### src/rtl/video_pattern_gen.sv
// Raster timing source: vsync/hsync/valid for any resolution, with a selectable
// test pattern in the active window, run/stop control and a completed-frame counter.
module video_pattern_gen #(
  parameter int H_SYNC  = 40,
  parameter int H_BACK  = 220,
  parameter int H_DISP  = 1280,
  parameter int H_FRONT = 110,
  parameter int V_SYNC  = 5,
  parameter int V_BACK  = 20,
  parameter int V_DISP  = 720,
  parameter int V_FRONT = 5,
  parameter int DATA_W  = 8,
  parameter int CNT_W   = 12
) (
  input  logic              clk,
  input  logic              rst_n,
  input  logic              en,
  input  logic [1:0]        mode,
  output logic              pre_img_vsync,
  output logic              pre_img_hsync,
  output logic              pre_img_valid,
  output logic [DATA_W-1:0] pre_img_data,
  output logic [CNT_W-1:0]  img_x,
  output logic [CNT_W-1:0]  img_y,
  output logic              frame_start,
  output logic [15:0]       frame_cnt
);

  localparam int H_TOTAL = H_SYNC + H_BACK + H_DISP + H_FRONT;
  localparam int V_TOTAL = V_SYNC + V_BACK + V_DISP + V_FRONT;

  localparam logic [CNT_W-1:0] H_LAST   = CNT_W'(H_TOTAL - 1);
  localparam logic [CNT_W-1:0] V_LAST   = CNT_W'(V_TOTAL - 1);
  localparam logic [CNT_W-1:0] H_SYNC_C = CNT_W'(H_SYNC);
  localparam logic [CNT_W-1:0] V_SYNC_C = CNT_W'(V_SYNC);
  localparam logic [CNT_W-1:0] H_ACT_S  = CNT_W'(H_SYNC + H_BACK);
  localparam logic [CNT_W-1:0] H_ACT_E  = CNT_W'(H_SYNC + H_BACK + H_DISP);
  localparam logic [CNT_W-1:0] V_ACT_S  = CNT_W'(V_SYNC + V_BACK);
  localparam logic [CNT_W-1:0] V_ACT_E  = CNT_W'(V_SYNC + V_BACK + V_DISP);

  typedef enum logic {
    IDLE = 1'b0,
    RUN  = 1'b1
  } state_e;

  state_e             state_q, state_d;
  logic [CNT_W-1:0]   h_q, h_d;
  logic [CNT_W-1:0]   v_q, v_d;
  logic [1:0]         mode_q, mode_d;
  logic [15:0]        frame_cnt_q, frame_cnt_d;

  logic               vsync_q, vsync_d;
  logic               hsync_q, hsync_d;
  logic               valid_q, valid_d;
  logic [DATA_W-1:0]  data_q, data_d;
  logic [CNT_W-1:0]   x_q, x_d;
  logic [CNT_W-1:0]   y_q, y_d;
  logic               fs_q, fs_d;

  logic               running;
  logic               frameEnd;
  logic               inAct;

  assign running  = (state_q == RUN);
  assign frameEnd = running && (h_q == H_LAST) && (v_q == V_LAST);
  assign inAct    = running &&
                    (h_q >= H_ACT_S) && (h_q < H_ACT_E) &&
                    (v_q >= V_ACT_S) && (v_q < V_ACT_E);

  // Mode and the stop request only take effect on a frame boundary, so a frame is never cut short.
  always_comb begin
    state_d     = state_q;
    h_d         = h_q;
    v_d         = v_q;
    mode_d      = mode_q;
    frame_cnt_d = frame_cnt_q;
    case (state_q)
      IDLE: begin
        h_d = '0;
        v_d = '0;
        if (en) begin
          state_d = RUN;
          mode_d  = mode;
        end
      end
      RUN: begin
        if (frameEnd) begin
          h_d         = '0;
          v_d         = '0;
          frame_cnt_d = frame_cnt_q + 16'd1;
          if (en) mode_d = mode;
          else    state_d = IDLE;
        end else if (h_q == H_LAST) begin
          h_d = '0;
          v_d = v_q + CNT_W'(1);
        end else begin
          h_d = h_q + CNT_W'(1);
        end
      end
      default: state_d = IDLE;
    endcase
  end

  always_comb begin
    vsync_d = running && (v_q < V_SYNC_C);
    hsync_d = running && (h_q < H_SYNC_C);
    valid_d = inAct;
    fs_d    = running && (h_q == '0) && (v_q == '0);
    x_d     = inAct ? (h_q - H_ACT_S) : '0;
    y_d     = inAct ? (v_q - V_ACT_S) : '0;
    data_d  = '0;
    if (inAct) begin
      case (mode_q)
        2'd0:    data_d = DATA_W'(x_d);
        2'd1:    data_d = DATA_W'(y_d);
        2'd2:    data_d = {DATA_W{x_d[5] ^ y_d[5]}};
        default: data_d = DATA_W'(frame_cnt_q);
      endcase
    end
  end

  always_ff @(posedge clk or negedge rst_n) begin
    if (!rst_n) begin
      state_q     <= IDLE;
      h_q         <= '0;
      v_q         <= '0;
      mode_q      <= '0;
      frame_cnt_q <= '0;
      vsync_q     <= 1'b0;
      hsync_q     <= 1'b0;
      valid_q     <= 1'b0;
      data_q      <= '0;
      x_q         <= '0;
      y_q         <= '0;
      fs_q        <= 1'b0;
    end else begin
      state_q     <= state_d;
      h_q         <= h_d;
      v_q         <= v_d;
      mode_q      <= mode_d;
      frame_cnt_q <= frame_cnt_d;
      vsync_q     <= vsync_d;
      hsync_q     <= hsync_d;
      valid_q     <= valid_d;
      data_q      <= data_d;
      x_q         <= x_d;
      y_q         <= y_d;
      fs_q        <= fs_d;
    end
  end

  assign pre_img_vsync = vsync_q;
  assign pre_img_hsync = hsync_q;
  assign pre_img_valid = valid_q;
  assign pre_img_data  = data_q;
  assign img_x         = x_q;
  assign img_y         = y_q;
  assign frame_start   = fs_q;
  assign frame_cnt     = frame_cnt_q;

endmodule

### config.mk
export PLATFORM = sky130hd
export DESIGN_NAME = video_pattern_gen
export DESIGN_NICKNAME = d
export VERILOG_FILES = /design/src/rtl/video_pattern_gen.sv
export SDC_FILE = /design/constraint.sdc
export NUM_CORES = 1
export LEC_CHECK = 0
export ABC_AREA = 1
export CORE_MARGIN = 1.5
export CORE_UTILIZATION = 49
export DETAILED_ROUTE_END_ITERATION = 6
export PLACE_DENSITY = 0.75
export SLEW_MARGIN = 20
export SYNTH_ARGS = -nofsm -noshare
export SYNTH_HDL_FRONTEND = slang
export SYNTH_SLANG_ARGS = --single-unit
### constraint.sdc
create_clock -name clk -period 2.35 [get_ports clk]
set_input_delay 0.47 -clock clk [delete_from_list [all_inputs] [get_ports clk]]
set_output_delay 0.47 -clock clk [all_outputs]
set_load 0.01 [all_outputs]
==> summary.txt, run 1 <==
STA
  • Slew Limit Headroom: 65.9%
  • Clock Skew: 0.0134 ns
  • F_max: 466 MHz
  • Pins over their slew limit: 0
  • Setup TNS: 0 ns
  • Final number of hold-violating endpoints: 0
  • Crit path time final: 2.14 ns
  • RSZ-0062 raised after global routing: no
  • Final setup fails: 0
  • Part of the cycle the worst path needs: 91.3%
  • Tightest Pin Transition: 0.511 ns

Floorplan
  • Core area: 8220 um^2
  • Die area: 9000 um^2
  • Initial Util: 50.3%
  • Ports: 57
  • Die W: 94.9 um
  • Row count: 33
  • Die height: 94.9 um

Logic synthesis
  • Yosys reg bits: 79
  • Post-synth net total: 522
  • Synth Cell Area: 4140 um^2
  • Netlist cell types: 34
  • Post-Synthesis Cells: 505
  • Asr flop ratio synth: 100%
  • Seq/Total Area, Yosys: 47.8%
  • Number of flops mapped to enable cells by yosys: 0
  • Ys flop type: dfrtp_1
  • Syn Area/Cell: 8.19 um^2
  • Synth warn: 0

Clock tree
  • Reg clk slew, reported paths: 0.08 ns
  • Root Buffer: clkbuf_8
  • Worst-Skew Late Latency: 0.36 ns
  • CTS H-tree depth: 3
  • Total clock sinks: 79
  • Clk buf depth: 2
  • TritonCTS buffer count: 9
  • CTS tree: yes
  • Cts hold-fix bufs: 0

Layout
  • Final Util: 62.1%
  • FILL cells: 701
  • Ratio of cells with drive above 1 in the final layout: 10.3%
  • N_diodes: 0
  • Nets: 595
  • Area Overhead vs Synth: 23.3%
  • Final cell count without fillers: 688

Worst setup path
  • Crit-path most repeated cell: inv_1
  • Crit path from: h_q[2]
  • Critical path type: reg -> reg
  • Data required, critical path: 2.60 ns
  • Worst Setup EP: mode_q[0]
  • CP max FO: 12
  • FF-to-FF path depth: 14
  • CP arrival: 2.40 ns
  • CP max stage delay: 0.46 ns
  • Critical Path End Type: flop
  • Type of origin of the critical path: flop
  • RR Endpoint: mode_q[0]
  • R2R setup slack: 0.21 ns
  • Reg2reg start: h_q[2]
  • Critical Path, Cell by Cell: inv_2, ha_1, nand2_1, inv_1, nand4_1, inv_1, nand2_2, inv_1, nor2_1, buf_4, inv_1, nand2_1, nor2_1, a21oi_1
  • Slowest stage cell on the critical path: dfrtp_2

Hold path
  • Hold crit path type: in -> async

Global routing
  • Largest net degree at the start of global routing: 42
  • Global route overflow: 0
  • Initial antenna violation count: 0
  • GRT Resource Usage Total: 23.5%
  • First-pass GRT wire length: 16,200 um
  • Vias in the first global route: 3,467

Job
  • Max-cap violation count: 0

Drt
  • DRT Wirelength: 9840 um
  • WL/cell: 14.3 um
  • 1st-iter DRT viols: 276
  • Drc violations: 0
  • Drt via density: 5.39
  • Routed vias: 3,706
  • Routed Antenna Nets: 0
  • DRT Pass-1 Iters: 7

Power
  • Pwr dens: 618 nW/um^2
  • Pleak: 2.53 nW
  • Max IR drop VDD: 0.337 mV

Placement
  • Placed insts: 664
  • Post-DP HPWL: 7380 um
  • Placer Congestion: 0.921
  • I/O Buffers: 56

Run status
  • Status: finished clean
placed cells by master (no fill, tap or decap), drive strengths merged:
| cell | n |
|---|---|
| nand2 | 99 |
| nor2 | 90 |
| dfrtp | 79 |
| inv | 63 |
| clkdlybuf4s50 | 55 |
| nand3 | 30 |
| a21oi | 25 |
| o21ai | 24 |
| nand4 | 19 |
| xor2 | 18 |
| buf | 16 |
| nor3 | 15 |
| ha | 12 |
| clkbuf | 10 |
| xnor2 | 8 |
| clkinv | 4 |
| o21a | 3 |
| clkinvlp | 2 |
| a211oi | 2 |
| nor3b | 2 |
| nor4 | 2 |
| or2 | 1 |
| o211a | 1 |
| o211ai | 1 |
| a2bb2oi | 1 |
| bufinv | 1 |
cell families after synthesis:
kind of cell / Yosys count / share of synthesized area [%]
buffers and inverters: 73 / 7.47
DFF: 79 / 47.8
adders and majority gates: 12 / 3.63
and+or+nand+nor: 258 / 28.1
xor gates and xnor gates: 26 / 5.51
AOI/OAI and AO/OA: 57 / 7.47
where the power goes:
part           total, mW  switching [mW]  internal (mW)
logic              0.571           0.370          0.201
registers           1.55           0.113           1.44
clock network       1.03           0.510          0.525
layer usage:
layer  global-route usage [%]  wire length (um)
met1                     31.0              4310
met4                     8.96               275
met2                     37.9              4750
met5                        0                 0
met3                     5.07               504
how the worst min path moves through the flow:
stage,startpoint,endpoint,slack (ns)
finish,rst_n,img_x[10],0.07
CTS,rst_n,img_x[10],0.09
floorplan,rst_n,frame_cnt[0],0.17
detailed placement,rst_n,img_x[10],0.48
global route,rst_n,img_x[10],0.11
global placement,rst_n,img_x[10],0.48
repair_timing:
| item | CTS | global route |
|---|---|---|
| setup buffers | 0 | 8 |
| setup endpoints to repair | 0 | 20 |
| resized for setup | 0 | 7 |
| hold endpoints to repair | 0 | 0 |
synth_stat cells, types with 6 or more instances:
master	count	area [um^2]
nor2_1	81	304
a21oi_1	25	125
xnor2_1	8	70.1
o21ai_0	22	110
nand2_2	6	37.5
inv_1	60	225
nand2_1	92	345
nor3_1	13	65.1
dfrtp_1	79	1980
ha_1	12	150
nand4_1	19	119
xor2_1	18	158
nand3_1	29	145
nor2_2	7	43.8
sequential cells by signal (all words and copies together) (netlist names):
name / flops
pre_img_valid: 1
mode_q: 2
pre_img_data: 8
running: 1
frame_start: 1
h_q: 12
img_y: 12
img_x: 12
pre_img_vsync: 1
frame_cnt: 16
v_q: 12
pre_img_hsync: 1
area by class of cell:
type	instances	area (um^2)	area share, %
clock buffers	10	138	2.70
inverters	64	244	4.78
multi-input cells	353	1860	36.4
flip-flops and latches	79	1980	38.8
well taps	105	131	2.58
clock inverters	6	68.8	1.35
repair buffers	71	683	13.4
worst max-delay path, delay by kind of cell, from the launching register on:
kind | cells | cell delay, ns
simple gates | 6 | 0.66
compound gates | 1 | 0.04
flops | 1 | 0.46
fa+ha+maj | 1 | 0.17
buf+inv | 6 | 0.71
stage by stage:
step	setup slack [ns]	power [mW]	hold WS (ns)	area (um^2)
floorplan	0.577	1.93	0.174	4140
global placement	0.204	2.09	0.476	4820
detailed placement	0.00790	2.11	0.482	4820
CTS	0.0131	3.14	0.0934	5030
global route	0.0290	3.32	0.110	5100
finish	0.206	3.15	0.0730	5100
No activity file was read; power rests on OpenSTA's default activity.
==> inputs of run 2 (changes only) <==
--- a/config.mk
+++ b/config.mk
@@ -10,7 +10,7 @@
 export CORE_UTILIZATION = 49
 export DETAILED_ROUTE_END_ITERATION = 6
 export PLACE_DENSITY = 0.75
-export SLEW_MARGIN = 20
+export SLEW_MARGIN = 30
 export SYNTH_ARGS = -nofsm -noshare
 export SYNTH_HDL_FRONTEND = slang
 export SYNTH_SLANG_ARGS = --single-unit
==> results of run 2 <==
Final layout, timing and power as in run 1 (identical DEF).
==> inputs of run 3 (changes only) <==
--- a/config.mk
+++ b/config.mk
@@ -6,10 +6,13 @@
 export NUM_CORES = 1
 export LEC_CHECK = 0
 export ABC_AREA = 1
-export CORE_MARGIN = 1.5
-export CORE_UTILIZATION = 49
+export ABC_CLOCK_PERIOD_IN_PS = 2350
+export CELL_PAD_IN_SITES_DETAIL_PLACEMENT = 1
+export CELL_PAD_IN_SITES_GLOBAL_PLACEMENT = 1
+export CORE_MARGIN = 3
+export CORE_UTILIZATION = 41
 export DETAILED_ROUTE_END_ITERATION = 6
-export PLACE_DENSITY = 0.75
+export PLACE_DENSITY = 0.82
 export SLEW_MARGIN = 30
 export SYNTH_ARGS = -nofsm -noshare
 export SYNTH_HDL_FRONTEND = slang
==> run 3 against run 2 <==
Worst setup slack got worse by 0.0090 ns. Core utilization is 9.4 points lower. Hold slack better by 0.060 ns. Routed wire length increased by 20%. Total power is 1.8% higher. Critical path depth down 1.
==> summary.txt, run 3 (same netlist as run 1, synthesis figures left out) <==
Layout
  • Final Util: 52.6% (was 62.1%)
  • Commonest non-fill, non-tap cells in the layout: nand2_1 (92), nor2_1 (80), dfrtp_1 (77) (was nand2_1 (92), nor2_1 (80), dfrtp_1 (78))
  • Ratio of cells with drive above 1 in the final layout: 10.6% (was 10.3%)
  • N_diodes: 0 (unchanged)
  • Most common cell after layout, fill and taps aside: nand2_1 (unchanged)
  • Final cell count without fillers: 718 (was 688)
  • Area Overhead vs Synth: 24.4% (was 23.3%)
  • Finished Cell Area: 5140 um^2 (was 5100 um^2)
  • Max reg flops: 16 (unchanged)
  • Nets: 597 (was 595)
  • FILL cells: 1,220 (was 701)

Global routing
  • Initial antenna violation count: 0 (unchanged)
  • GRT Resource Usage Total: 22.0% (was 23.5%)
  • First-pass GRT wire length: 19,500 um (was 16,200 um)
  • Global route overflow: 0 (unchanged)
  • Largest net degree at the start of global routing: 53 (was 42)
  • Vias in the first global route: 3,901 (was 3,467)

STA
  • Part of the cycle the worst path needs: 91.6% (was 91.3%)
  • Final setup fails: 0 (unchanged)
  • Slew Limit Headroom: 56.6% (was 65.9%)
  • Crit path time final: 2.15 ns (was 2.14 ns)
  • Tightest Pin Transition: 0.651 ns (was 0.511 ns)
  • F_max: 464 MHz (was 466 MHz)
  • Pins over their slew limit: 0 (unchanged)
  • Final number of hold-violating endpoints: 0 (unchanged)
  • Final hold slack: 0.133 ns (was 0.0730 ns)
  • Clock Skew: 0.00756 ns (was 0.0134 ns)

Clock tree
  • TritonCTS buffer count: 9 (unchanged)
  • Worst-Skew Late Latency: 0.36 ns (about the same)
  • Cts hold-fix bufs: 0 (unchanged)
  • CTS H-tree depth: 3 (unchanged)
  • CTS tree: yes (unchanged)
  • Total clock sinks: 79 (unchanged)
  • Clk buf depth: 2 (unchanged)
  • Reg clk slew, reported paths: 0.08 ns (about the same)
  • Root Buffer: clkbuf_8 (unchanged)

Placement
  • I/O Buffers: 56 (unchanged)
  • Placer Congestion: 0.844 (was 0.921)
  • Cell Area, Placed: 4870 um^2 (was 4820 um^2)
  • Placed insts: 695 (was 664)
  • Post-DP HPWL: 9150 um (was 7380 um)

Floorplan
  • Initial Util: 42.3% (was 50.3%)
  • Core area: 9770 um^2 (was 8220 um^2)
  • Die W: 106 um (was 94.9 um)
  • Ports: 57 (unchanged)
  • Die height: 106 um (was 94.9 um)
  • Row count: 36 (was 33)
  • Die area: 11,300 um^2 (was 9000 um^2)

Drt
  • WL/cell: 16.5 um (was 14.3 um)
  • DRT Pass-1 Iters: 4 (was 7)
  • Drt via density: 5.14 (was 5.39)
  • Drc violations: 0 (unchanged)
  • Routed Antenna Nets: 0 (unchanged)
  • Routed vias: 3,690 (was 3,706)
  • DRT Wirelength: 11,800 um (was 9840 um)
  • 1st-iter DRT viols: 192 (was 276)

Power
  • Total power: 3.21 mW (was 3.15 mW)
  • Max IR drop VDD: 0.236 mV (was 0.337 mV)
  • Pwr dens: 624 nW/um^2 (was 618 nW/um^2)
  • Pleak: 2.55 nW (was 2.53 nW)

Worst setup path
  • Critical Path End Type: flop (unchanged)
  • Data required, critical path: 2.60 ns (about the same)
  • Critical Path, Cell by Cell: inv_2, ha_1, nand2_1, inv_1, nand4_1, inv_2, nand2_2, inv_1, nor2_2, inv_1, nand2_1, nor2_1, a21oi_1 (was inv_2, ha_1, nand2_1, inv_1, nand4_1, inv_1, nand2_2, inv_1, nor2_1, buf_4, inv_1, nand2_1, nor2_1, a21oi_1)
  • CP max FO: 6 (was 12)
  • CP delay by family, top: simple AND/OR/NAND/NOR gates (was buffers and inverters)
  • R2R setup slack: 0.20 ns (was 0.21 ns)
  • CP max stage delay: 0.46 ns (about the same)
  • CP arrival: 2.40 ns (about the same)
  • Type of origin of the critical path: flop (unchanged)
  • Crit-path most repeated cell: inv_1 (unchanged)
  • Critical path type: reg -> reg (unchanged)
  • Slowest stage cell on the critical path: dfrtp_2 (unchanged)
  • Buffers and inverters on the worst path: 5 (was 6)

Job
  • Max-cap violation count: 0 (unchanged)

Hold path
  • Hold crit path type: in -> async (unchanged)

Run status
  • Status: finished clean (unchanged)
-- run 3: cell count changes in the layout (fill, tap and decap cells not counted), sizes merged --
cell / change
clkbuf: +1
buf: +2
inv: +2
clkinvlp: -1
clkinv: -2
-- run 3: through the flow --
stage | setup slack (ns) | TNS, ns
after floorplan | 0.577 | 0
after global placement | 0.213 | 0
after detailed placement | 0.0807 | 0
after CTS | 0.00433 | 0
after global routing | -0.0138 | -0.0350
final | 0.197 | 0
-- run 3: final cells by class --
type / instances / area (um^2) / area share (%)
Tap cell: 133 / 166 / 3.23
Inverter: 64 / 240 / 4.67
Multi-Input combinational cell: 353 / 1860 / 36.1
Sequential cell: 79 / 1980 / 38.5
Clock inverter: 5 / 63.8 / 1.24
Timing Repair Buffer: 73 / 686 / 13.3
Clock buffer: 11 / 151 / 2.94
-- run 3: final timing paths --
| check | cells past startpoint | startpoint | to |
|---|---|---|---|
| max | 13 | h_q[2] | mode_q[1] |
| max in group asynchronous | 2 | rst_n | pre_img_data[7] |
| min | 1 | rst_n | img_x[11] |
| max reg2reg | 13 | h_q[2] | mode_q[1] |
| min in group clk | 1 | frame_cnt[8] | frame_cnt[8] |
| min reg2reg | 1 | frame_cnt[8] | frame_cnt[8] |
-- run 3: per-layer routing --
layer	up-vias	routed length, um	part of all wire [%]	track usage [%]
met1	1843	5160	44	27.1
met3	24	283	2.4	3.34
met2	60	6070	51	38.4
met5	-	0	0	0
li1	1763	-	-	-
met4	0	313	2.6	9.13
-- run 3: report_power, final --
group,internal [mW],leakage [nW],total (mW),switching [mW]
logic,0.191,1.38,0.570,0.380
registers,1.44,1.06,1.55,0.117
clock network,0.558,0.107,1.09,0.529
-- run 3: timing repair --
item / in CTS / in global routing
hold endpoints to repair: 0 / 0
buffers inserted: 0 / 7
setup endpoints to repair: 0 / 21
gates resized for setup: 0 / 7
